==> config.mk <==
export PLATFORM = sky130hd
export DESIGN_NAME = sub_pipe4
export DESIGN_NICKNAME = d
export VERILOG_FILES = /design/src/rtl/sub_pipe_pkg.sv /design/src/rtl/sub_stage.sv /design/src/rtl/sub_pipe4.sv
export SDC_FILE = /design/constraint.sdc
export NUM_CORES = 1
export LEC_CHECK = 0
export CAP_MARGIN = 0
export CORE_UTILIZATION = 38
export DETAILED_ROUTE_END_ITERATION = 16
export DONT_BUFFER_PORTS = 1
export HOLD_SLACK_MARGIN = 0.1
export REMOVE_ABC_BUFFERS = 1
export SETUP_SLACK_MARGIN = 0.05
export SLEW_MARGIN = 20
export SYNTH_ARGS = -nofsm -noshare
export SYNTH_HDL_FRONTEND = slang
export SYNTH_HIERARCHICAL = 1
export SYNTH_SLANG_ARGS = --single-unit
==> constraint.sdc <==
create_clock -name clk -period 3.2 [get_ports clk]
set_clock_uncertainty 0.15 [all_clocks]
set_input_delay 0.8 -clock clk [delete_from_list [all_inputs] [get_ports clk]]
set_output_delay 0.8 -clock clk [all_outputs]
set_load 0.02 [all_outputs]
==> src/rtl/sub_pipe_pkg.sv <==
// Shared widths and the zero-extension helper for the pipelined subtractor.
package sub_pipe_pkg;

  localparam int unsigned IN_W_DEF  = 14;
  localparam int unsigned OUT_W_DEF = 17;

  // Widest value the helper handles; callers size-cast the result to their OUT_W.
  localparam int unsigned ZEXT_W = 64;

  // Keep only the low src_w bits so any upper garbage can never leak into the sign.
  function automatic logic [ZEXT_W-1:0] zext_to_out(input logic [ZEXT_W-1:0] v,
                                                   input int unsigned      src_w);
    logic [ZEXT_W-1:0] mask;
    if (src_w >= ZEXT_W) begin
      mask = '1;
    end else begin
      mask = (ZEXT_W'(1) << src_w) - ZEXT_W'(1);
    end
    return v & mask;
  endfunction

endpackage

==> src/rtl/sub_stage.sv <==
// One registered subtract stage: diff <= minuend - zext(subtrahend), with a
// passthrough sideband, a valid bit and a hold enable.
module sub_stage
  import sub_pipe_pkg::*;
#(
  parameter int unsigned OUT_W = OUT_W_DEF,
  parameter int unsigned SUB_W = IN_W_DEF,
  parameter int unsigned SB_W  = 0,
  localparam int unsigned SbPortW = (SB_W > 0) ? SB_W : 1
) (
  input  logic               clk,
  input  logic               rst_n,
  input  logic               en,
  input  logic               in_valid,
  input  logic [OUT_W-1:0]   minuend,
  input  logic [SUB_W-1:0]   subtrahend,
  input  logic [SbPortW-1:0] sb_in,
  output logic               out_valid,
  output logic [OUT_W-1:0]   diff,
  output logic [SbPortW-1:0] sb_out
);

  logic [OUT_W-1:0] sub_ext;
  logic [OUT_W-1:0] diff_d;
  logic [OUT_W-1:0] diff_q;
  logic             valid_q;

  assign sub_ext = OUT_W'(zext_to_out(ZEXT_W'(subtrahend), SUB_W));
  assign diff_d  = minuend - sub_ext;

  // Data also moves on bubbles; only the valid bit distinguishes them.
  always_ff @(posedge clk or negedge rst_n) begin
    if (!rst_n) begin
      valid_q <= 1'b0;
      diff_q  <= '0;
    end else if (en) begin
      valid_q <= in_valid;
      diff_q  <= diff_d;
    end
  end

  assign out_valid = valid_q;
  assign diff      = diff_q;

  generate
    if (SB_W > 0) begin : g_sb
      logic [SbPortW-1:0] sb_q;

      always_ff @(posedge clk or negedge rst_n) begin
        if (!rst_n) begin
          sb_q <= '0;
        end else if (en) begin
          sb_q <= sb_in;
        end
      end

      assign sb_out = sb_q;
    end else begin : g_no_sb
      logic unused_sb;

      assign unused_sb = ^sb_in;
      assign sb_out    = '0;
    end
  endgenerate

endmodule

==> src/rtl/sub_pipe4.sv <==
// Pipelined 4-operand subtractor (in1 - in2 - in3 - in4) with valid/ready and a
// global stall. Define SUB_PIPE4_SAT_EN to clamp negative results to 0 and add sat_hit.
module sub_pipe4
  import sub_pipe_pkg::*;
#(
  parameter int unsigned IN_W  = IN_W_DEF,
  parameter int unsigned OUT_W = IN_W + 3
) (
  input  logic             clk,
  input  logic             rst_n,
  input  logic             in_valid,
  output logic             in_ready,
  input  logic [IN_W-1:0]  in1,
  input  logic [IN_W-1:0]  in2,
  input  logic [IN_W-1:0]  in3,
  input  logic [IN_W-1:0]  in4,
  output logic             out_valid,
  input  logic             out_ready,
  output logic [OUT_W-1:0] out,
  output logic             neg
`ifdef SUB_PIPE4_SAT_EN
  ,
  output logic             sat_hit
`endif
);

  logic                stall;
  logic                adv;
  logic [OUT_W-1:0]    in1_ext;

  logic                v1;
  logic [OUT_W-1:0]    d1;
  logic [2*IN_W-1:0]   sb1;

  logic                v2;
  logic [OUT_W-1:0]    d2;
  logic [IN_W-1:0]     sb2;

  logic                v3;
  logic [OUT_W-1:0]    d3;
  logic                s3_sb_unused;

  // A bubble in S3 never stalls, so the whole pipe only freezes on a refused result.
  assign stall    = v3 && !out_ready;
  assign adv      = !stall;
  assign in_ready = adv;

  assign in1_ext = OUT_W'(zext_to_out(ZEXT_W'(in1), IN_W));

  // S1 carries {in3, in4} so each later subtrahend belongs to the same set.
  sub_stage #(
    .OUT_W (OUT_W),
    .SUB_W (IN_W),
    .SB_W  (2 * IN_W)
  ) u_s1 (
    .clk        (clk),
    .rst_n      (rst_n),
    .en         (adv),
    .in_valid   (in_valid),
    .minuend    (in1_ext),
    .subtrahend (in2),
    .sb_in      ({in3, in4}),
    .out_valid  (v1),
    .diff       (d1),
    .sb_out     (sb1)
  );

  sub_stage #(
    .OUT_W (OUT_W),
    .SUB_W (IN_W),
    .SB_W  (IN_W)
  ) u_s2 (
    .clk        (clk),
    .rst_n      (rst_n),
    .en         (adv),
    .in_valid   (v1),
    .minuend    (d1),
    .subtrahend (sb1[2*IN_W-1:IN_W]),
    .sb_in      (sb1[IN_W-1:0]),
    .out_valid  (v2),
    .diff       (d2),
    .sb_out     (sb2)
  );

  sub_stage #(
    .OUT_W (OUT_W),
    .SUB_W (IN_W),
    .SB_W  (0)
  ) u_s3 (
    .clk        (clk),
    .rst_n      (rst_n),
    .en         (adv),
    .in_valid   (v2),
    .minuend    (d2),
    .subtrahend (sb2),
    .sb_in      (1'b0),
    .out_valid  (v3),
    .diff       (d3),
    .sb_out     (s3_sb_unused)
  );

  assign out_valid = v3;
  assign neg       = d3[OUT_W-1];

`ifdef SUB_PIPE4_SAT_EN
  // Clamp is applied to the held S3 register, so out stays stable during a stall.
  always_comb begin
    out = d3;
    if (d3[OUT_W-1]) begin
      out = '0;
    end
  end

  assign sat_hit = v3 && out_ready && d3[OUT_W-1];
`else
  assign out = d3;
`endif

endmodule
# --- Yosys cells after proc, flatten, opt, wreduce, memory -nomap -nowiden ---
# Cells that the tools add are included.
word_totals:
  register_bits: 96
  latch_bits: 0
  ram_bits: 0
  romBits: 0
  inputBits: 60
  output_inout_bits: 20
  elab_cells: 14
  n_memories: 0
op_classes:
  addsub: 3
  n_mul: 0
  div: 0
  magnitude_cmp: 0
  eq_ne: 0
  shift: 0
  n_mux: 0
  bitwise: 0
  n_reduce_logical: 3
op_table:
  columns: ["op", "count"]
  rows:
  - ["$sub 17x14->17", 2]
  - ["$sub 14x14->15", 1]
  - ["$logic_not 1->1", 2]
  - ["$logic_and 1x1->1", 1]

# --- Logic depth before layout (Yosys ltp) ---
logic_depth:
  ltp_word: 3
  mapped_depth: 9
  depth_no_buf: 9

# --- Modules after synthesis ---
# The synthesis kept the hierarchy.
by_module_without_submodules:
  columns: ["module", "instances", "cells_each", "area_each_um2", "seq_area_each_um2"]
  rows:
  - ["sub_stage (u_s1)", 1, 229, 2538.7, 1151.1]
  - ["sub_stage (u_s2)", 1, 200, 2021.9, 800.8]
  - ["sub_stage (u_s3)", 1, 194, 1617.8, 450.4]
  - ["sub_pipe4", 1, 3, 17.5, 0.0]

# --- Worst setup path after synthesis ---
# No wires, ideal clock.
synth_timing:
  path_type: "input-to-reg"
  from: "input in1[0]"
  to: "register u_s1.diff_q[14], in the netlist u_s1/diff[14]"
  setup_time_ns: 0.125
  t_arrival_ns: 2.622
  required_ns: 2.925
  setup_slack_ns: 0.303
  path_stages: 9
  path_buffers: 0
  path_cell_list: "inv_1 > ha_1 > fa_1 > and2b_4 > o2111ai_2 > a211oi_2 > o32ai_1 > xor2_1 > mux2_2"
synth_via:
  elab_chain_len: 1
synth_rtl:
  columns: ["element", "line", "rtl"]
  rows:
  - ["start, declared", "sub_pipe4.sv:13", "input logic [IN_W-1:0] in1,"]
  - ["$sub 14x14->15", "sub_stage.sv:29", "assign diff_d = minuend - sub_ext;"]
  - ["end signal, assigned", "sub_stage.sv:38", "diff_q <= diff_d;"]
  - ["end, declared", "sub_stage.sv:25", "logic [OUT_W-1:0] diff_q;"]
# No other way between the ends.
# A chain may end at the register's enable or synchronous reset.

# --- Worst setup path in the final report ---
# Ends and elaborated chain as after synthesis.

==> out/metrics.yaml <==
p_per_area_nw_per_um2: 1050
ff2ff_path_depth: 9
drt_iter0_drc: 226
setup.worst_path.start_class: "input port"
cp-startpoint: "in1[0]"
p_leak_uw: 0.00305
clockPowerShare_pct: 14.5
grt-ovfl-total: 0
grt_use_total_pct: 16.8
cp-endpoint: "u_s1/diff[14]$_DFFE_PN0P_"
synthToLayoutAreaGrowth_pct: 8.80
clk_pin_slew_ns: 0.06
cp_data_arrival_time_ns: 2.76
cts_buffers: 9
worstPathRequired_ns: 3.29
place.port_buffers: 0
slew_viol_final: 0
fin_ws_ns: 0.523
cts-resized-gates: 0
worstMarginPinSlew_ns: 0.503
grt_pass1_wl_um: 22000
dieArea_um2: 16800
nNetsFinal: 732
relSlewSlack_pct: 66.2
pre_cts_ws_ns: 0.140
tns_ns: 0
final_cell_mix: "dfrtp_1, mux2_2, inv_1, ha_1, nand2_1"
fp.coreArea_um2: 15900
finalCritPeriodShare_pct: 83.6
cp_max_fo: 3
wl_per_cell_um: 15.4
clock.fmax_mhz: 374
switching_share_pct: 42.9
firstDrtPassIters: 5
synth_warnings: 6
wirelength_um: 13100
cp-end-kind: "register"
clockRootBuffer: "clkbuf_16"
dieWidth_um: 130
die-height_um: 130
start_util_pct: 38.9
netSwitchingPower_uw: 3020
holdWs_ns: -0.00964
max-cap-violations: 0
r2r-start: "u_s1/diff[0]$_DFFE_PN0P_"
rsz0062_at_grt: "no"
comb_power_share_pct: 53.9
synth.avg_cell_area_um2: 9.91
hpwl_um: 10100
hp-class: "in2async"
clock_latency_ns: 0.35
ir_worst_vdd_uv: 331
drive_gt1_share_pct: 17.2
reg2reg_to: "u_s2/diff[14]$_DFFE_PN0P_"
synth_area_um2: 6180
hold_violations: 25
rrSetupSlack_ns: 0.53
via_count: 4490
io_pins: 80
ant_nets: 0
p_int_uw: 4030
status: "finished, violations left"
p_seq_share_pct: 31.6
clk_path_buf_depth: 2
grt_pass1_vias: 4521
final_common_cell: "dfrtp_1"
drc: 0
fin_util_pct: 42.4
fin_cells: 850
h-tree-depth: 3
syn_inst: 624
fin_crit_ns: 2.68
vias_per_cell: 5.28
grt_max_degree: 97
cts_tree: "done"
path_class: "in2reg"
antenna_found_initial: 5
dp.cells: 832
rows: 46
post_cts_buffers: 0
setup_violations: 0
clkSinkCount: 96
gp_congestion: 0.806
violations: "negative hold slack"
## layout make-up
class                      instances  area, µm²
antenna                            2       5.00
fill                            1567       9160
timing repair buffer               6       45.0
sequential                        96       2400
clock buffer                      10        239
clock inverter                     6       42.5
tap                              216        270
multi-input combinational        456       3510
inverter                          58        218
## through the flow
stage / hold WS, ns / instance area [µm²] / total power (µW)
global route: -0.0322 / 6720 / 7680
finish: -0.00964 / 6730 / 7050
floorplan: 0.303 / 6120 / 5240
CTS: -0.0279 / 6720 / 7110
global placement: 0.314 / 6440 / 5940
detailed placement: 0.327 / 6440 / 6040
## worst min path at each step
stage | end | start | slack, ns
2_1_floorplan | u_s1/out_valid$_DFFE_PN0P_ | u_s1/out_valid$_DFFE_PN0P_ | 0.30
3_3_place_gp | u_s1/out_valid$_DFFE_PN0P_ | u_s1/out_valid$_DFFE_PN0P_ | 0.31
3_5_place_dp | u_s1/out_valid$_DFFE_PN0P_ | u_s1/out_valid$_DFFE_PN0P_ | 0.33
4_1_cts | u_s2/diff[5]$_DFFE_PN0P_ | rst_n | -0.03
5_1_grt | u_s1/sb_out[8]$_DFFE_PN0P_ | rst_n | -0.03
6_report | u_s3/diff[6]$_DFFE_PN0P_ | rst_n | -0.01
## critical path: stages
cell	delay, ns
inv_1	0.02
ha_1	0.22
fa_1	0.40
and2b_4	0.27
o2111ai_2	0.15
a211oi_2	0.33
o32ai_1	0.15
xor2_1	0.15
mux2_2	0.27
## state kept, by name, summed over array words and instances (netlist names)
| name | cells |
|---|---|
| u_s1/sb_out | 28 |
| u_s1/diff | 17 |
| u_s2/diff | 17 |
| u_s3/diff | 17 |
| u_s2/sb_out | 14 |
| u_s1/out_valid | 1 |
| u_s2/out_valid | 1 |
| u_s3/out_valid | 1 |
## power by group through the flow
| stage | Clock (µW) | Combinational, µW | Sequential, µW |
|---|---|---|---|
| 6_report | 1020 | 3800 | 2230 |
| 5_1_grt | 1110 | 4260 | 2310 |
| 4_1_cts | 1060 | 3810 | 2240 |
| 3_5_place_dp | 0 | 3780 | 2260 |
| 3_3_place_gp | 0 | 3700 | 2240 |
| 2_1_floorplan | 0 | 3120 | 2120 |
## per-layer routing
layer	vias to the layer above	track usage (%)	part of all wire (%)
met4	6	6.77	1.5
met3	20	3.96	5.1
met5	-	0	0.28
met2	100	28.2	47
met1	2119	20.7	46
li1	2245	-	-
(Power assumes the default switching activity.)
